===== src/rtl/if_stage.sv =====
// Instruction-fetch stage: owns the PC, drives the instruction memory address and loads IF/ID.
// Define IF_PERF_CNT_EN to add the fetch/stall/flush event counters.
module if_stage #(
    parameter logic [31:0] RESET_PC    = 32'd0,
    parameter logic [31:0] BUBBLE_INST = 32'd0,
    parameter logic [31:0] PC_INC      = 32'd4
) (
    input  logic        clk,
    input  logic        rst_n,
    input  logic        freeze,
    input  logic        branch_taken,
    input  logic [31:0] branch_addr,
    output logic [31:0] imem_pc,
    input  logic [31:0] imem_inst,
    output logic [31:0] if_id_pc,
    output logic [31:0] if_id_inst,
`ifdef IF_PERF_CNT_EN
    output logic [31:0] fetch_cnt,
    output logic [31:0] stall_cnt,
    output logic [31:0] flush_cnt,
`endif
    output logic        if_id_valid
);

    logic [31:0] pc_q;
    logic [31:0] pc_next;

    assign imem_pc = {pc_q[31:2], 2'b00};
    assign pc_next = pc_q + PC_INC;

    // Branch beats freeze: the redirect must land even while the pipe is stalled,
    // and the wrong-path word in IF/ID is replaced by a bubble.
    always_ff @(posedge clk) begin
        if (!rst_n) begin
            pc_q        <= RESET_PC;
            if_id_pc    <= 32'd0;
            if_id_inst  <= BUBBLE_INST;
            if_id_valid <= 1'b0;
        end else if (branch_taken) begin
            pc_q        <= {branch_addr[31:2], 2'b00};
            if_id_pc    <= 32'd0;
            if_id_inst  <= BUBBLE_INST;
            if_id_valid <= 1'b0;
        end else if (!freeze) begin
            pc_q        <= pc_next;
            if_id_pc    <= pc_next;
            if_id_inst  <= imem_inst;
            if_id_valid <= 1'b1;
        end
    end

`ifdef IF_PERF_CNT_EN
    always_ff @(posedge clk) begin
        if (!rst_n) begin
            fetch_cnt <= 32'd0;
            stall_cnt <= 32'd0;
            flush_cnt <= 32'd0;
        end else if (branch_taken) begin
            flush_cnt <= flush_cnt + 32'd1;
        end else if (freeze) begin
            stall_cnt <= stall_cnt + 32'd1;
        end else begin
            fetch_cnt <= fetch_cnt + 32'd1;
        end
    end
`endif

endmodule

===== config.mk =====
export PLATFORM = sky130hd
export DESIGN_NAME = if_stage
export DESIGN_NICKNAME = d
export VERILOG_FILES = /design/src/rtl/if_stage.sv
export SDC_FILE = /design/constraint.sdc
export NUM_CORES = 1
export LEC_CHECK = 0
export CORE_MARGIN = 4
export CORE_UTILIZATION = 40
export CTS_CLUSTER_DIAMETER = 30
export DETAILED_ROUTE_END_ITERATION = 12
export PLACE_DENSITY = 0.83
export SYNTH_ARGS = -nofsm -noshare
export SYNTH_HDL_FRONTEND = slang
export SYNTH_SLANG_ARGS = --single-unit

===== constraint.sdc =====
create_clock -name clk -period 2.05 [get_ports clk]
set_input_delay 0.41 -clock clk [delete_from_list [all_inputs] [get_ports clk]]
set_output_delay 0.41 -clock clk [all_outputs]
set_load 0.01 [all_outputs]

Word level (Yosys, flattened, before mapping)
Cells that the tools add are included.
- logic and storage cells: 11
- output and inout port bits: 97
- input bits: 68
- register bits after elaboration: 97
- bitwise logic cells: 1
- add/subtract/negate cells: 1
- multiplexer cells: 2
- reductions and logical operators: 1
- eq/ne operators: 1
- operators by type and width (cell ; count):
    32-bit two-way mux ; 2
    32-bit by 3-bit adder with 32-bit output (second input constant) ; 1
    2-bit by 1-bit != test with 1-bit output (second input constant) ; 1
    2-bit OR reduction ; 1
    1-bit inverter ; 1

Depth between registers and ports, before layout
- word-level depth: 3
- gate-level depth with buffers: 8

Worst setup path before layout
No wires, ideal clock.
- kind: register -> register
- start point: register pc_q[13]
- end point: register pc_q[25]
- required time: 1.976 ns
- period minus slack after synthesis: 2.129 ns
- setup slack: -0.079 ns
- path buffers: 2
- stages on the path, launching flop included: 8
- arrival: 2.055 ns
- cells stage by stage: dfxtp_1 buf_2 and4_4 nand3_4 or3_4 buf_6 or4_1 a31oi_1
- word-level cells in the longest chain between the ends: 3
- ends and longest elaborated chain (what ; RTL line ; RTL):
    from (decl) ; 25 ; logic [31:0] pc_q;
    from (signal assigned) ; 40 ; pc_q <= {branch_addr[31:2], 2'b00};
    from (signal assigned) ; 45 ; pc_q <= pc_next;
    32-bit by 3-bit adder with 32-bit output ; 29 ; assign pc_next = pc_q + PC_INC;
    32-bit two-way mux ; 44 ; end else if (!freeze) begin
    32-bit two-way mux ; 39 ; end else if (branch_taken) begin
Every way passes these cells. The select of a mux whose other input is x is not followed.
A chain may end at the register's enable or synchronous reset.

Worst setup path in the final report
- start point: register pc_q[12]
- end point: register pc_q[27]
Same word-level chain as after synthesis.

==> reports/qor.yml <==
floorplanning:
  coreArea_um2: 10300
  rows: 37
  dieHeight_um: 111
  die_w_um: 111
  die_area_um2: 12300
  start_util_pct: 41.2
  ios: 165
synthesis:
  synth_largest_area_cell: "dfxtp_1"
  ys_warn_count: 0
  avgSynthCellArea_um2: 8.75
  synth_area_leaders: "dfxtp_1, mux2i_1, xnor2_1"
  syn-cell-area_um2: 4250
  synth_mux_area_share_pct: 8.47
  synthSimpleGateAreaFrac_pct: 18.4
  synth-edff-count: 0
  synth_seq_area_share_pct: 43.8
  synth-async-reset-ratio_pct: 0
  synth_top_family_by_area: "simple AND/OR/NAND/NOR gates"
  yosysTopAreaCellShare_pct: 43.8
  synth-seq-cells: 93
  synth-compound-area-share_pct: 14.3
  synth_xor_area_share_pct: 9.68
  synth_ff_type: "dfxtp_1"
  synth_fa_ha_area_share_pct: 0.294
  synth.distinct_cells: 40
  synthCells: 486
sta:
  maxSlewHeadroom_pct: 64.6
  worst_pin_slew_ns: 0.527
  min_period_ns: 1.96
  final.setup.worst_slack_ns: 0.0867
  fin_crit_sh_pct: 95.8
  slew_violations: 0
  finalSetupViolCount: 0
  fin_skew_ns: 0.0103
  fmax_ghz: 0.509
  fin_tns_setup_ns: 0
  rsz0062_at_grt: "true"
  hold_violations: 0
global_routing:
  grt_pass1_wl_mm: 20.8
  first_global_vias: 4206
  grt_max_degree: 47
  grtUsageTotal_pct: 20.7
  antenna_found_initial: 0
  gr-total-overflow: 0
clock_tree:
  holdBufCountCts: 0
  cts_root_buf: "clkbuf_8"
  cts_buffer_depth: 2
  clock_sinks: 93
  cts_tree: "built"
  clk_latency_ns: 0.37
  clkTransAtPathRegs_ns: 0.09
  htreeDepth: 3
  numCtsBuffers: 9
critical_path:
  required_ns: 2.34
  worst_setup_path_start_kind: "flip-flop"
  path_max_fanout: 12
  end_kind: "flip-flop"
  crit_type: "reg -> reg"
  critical_path_arrival_ns: 2.26
cells_and_area:
  fillers: 860
  diodes: 0
  syn_to_final_growth_pct: 49.6
  drive_above_1_share_pct: 10.7
  fin_nets: 721
  register_area_um2: 1870
  final_cells: 793
  multi_input_area_um2: 2200
  stdcell_area_um2: 6360
pwr:
  p_total_uw: 4050
  irDropWorstVdd_mv: 0.388
  p_leak_uw: 0.00235
  powerDensity_nw_per_um2: 637
place:
  dp_cells: 776
  dpl_worst_slack_ns: 0.0685
  post-dp-hpwl_mm: 9.80
  place_congestion: 0.870
  dpl_cell_area_um2: 6110
  portBuffers: 158
flow_run:
  cap_violations: 0
route:
  viasPerCell: 5.19
  wirelength_mm: 13.0
  firstDrtPassIters: 4
  drtIter0Drc: 230
  drc: 0
  wl_per_cell_um: 16.4
  vias: 4116
  ant_nets: 0
hold_path:
  hold_path_class: "reg -> reg"
run_status:
  outcome: "completed"
## power by group
part	switching, uW	leakage [uW]	internal, uW
clock	634	0.000110	755
sequential	77.5	0.000765	1890
combinational	299	0.00147	396
## registers in the layout, summed over array words and instances (netlist names)
name         cells
if_id_inst      32
if_id_pc        30
pc_q            30
if_id_valid      1
## timing repair
action                                 4_1_cts  5_1_grt
buffers inserted                             0        1
setup endpoints to repair                    0       14
endpoints found under the hold margin        0        0
gates resized for setup                      0        6
## layout by cell type (no fill, tap or decap), drive strengths merged, types with 6 or more instances in the layout
cell type | netlist | layout
nor2 | 53 | 53
clkdlybuf4s50 | 0 | 157
nand2 | 18 | 18
nor4 | 7 | 7
xnor2 | 30 | 30
xor2 | 17 | 17
nand4 | 12 | 12
a31oi | 7 | 7
buf | 11 | 39
nor3 | 10 | 10
o21ai | 48 | 48
dfxtp | 93 | 93
and3 | 6 | 6
a21oi | 41 | 41
or4 | 7 | 7
clkbuf | 33 | 13
nand3 | 13 | 13
mux2i | 36 | 36
## per-layer routing
layer,track usage (%),part of all wire (%),vias to the layer above
li1,-,-,2021
met1,23.6,40,1905
met2,34.6,47,175
met3,8.79,11,15
met4,7.79,1.7,0
met5,0,0,-
## through the flow
stage | util (%) | hold WS, ns
floorplan | - | 0.474
detailed placement | 59.2 | 0.453
finish | 61.6 | 0.470
CTS | 61.4 | 0.474
global placement | 59.2 | 0.437
global route | 61.6 | 0.486
## synth_stat cells (5+ instances only)
| master | count |
|---|---|
| xnor2_1 | 30 |
| nand4_1 | 12 |
| nand2_1 | 18 |
| a21oi_1 | 41 |
| and3_1 | 6 |
| mux2i_1 | 36 |
| nor2_1 | 53 |
| nand2b_1 | 5 |
| clkbuf_1 | 33 |
| dfxtp_1 | 93 |
| nand3_1 | 12 |
| nor3_1 | 9 |
| nor4_1 | 7 |
| o31ai_1 | 5 |
| o21ai_0 | 48 |
| xor2_1 | 17 |
| a31oi_1 | 7 |
| buf_4 | 6 |
| or4_1 | 7 |
## layout make-up
type / instances / area share (%)
sequential: 93 / 29.4
clock buffer: 13 / 2.50
timing repair buffer: 196 / 29.5
clock inverter: 3 / 1.06
inverter: 4 / 0.236
tap: 136 / 2.67
multi-input combinational: 348 / 34.7
## critical path: stages, from the launching register on
cell and delay, ns:
dfxtp_2 0.39, and4_4 0.27, nand2_1 0.08, or3_4 0.47
or4_1 0.49, a31oi_1 0.18
## cell families after synthesis
family,after synthesis
and+or+nand+nor,150
DFF,93
muxes,36
AOI/OAI and AO/OA,110
adders and majority gates,1
xor gates and xnor gates,47
other,1
buffers and inverters,48
## final timing paths
check / start / endpoint / slack (ns) / cells after the start
setup reg to reg: pc_q[12] / pc_q[27] / 0.09 / 5
hold reg to reg: if_id_valid / if_id_valid / 0.47 / 2
hold / removal: if_id_valid / if_id_valid / 0.47 / 2
setup / recovery: pc_q[12] / pc_q[27] / 0.09 / 5
Note: power is estimated with default switching activity, not from simulation.
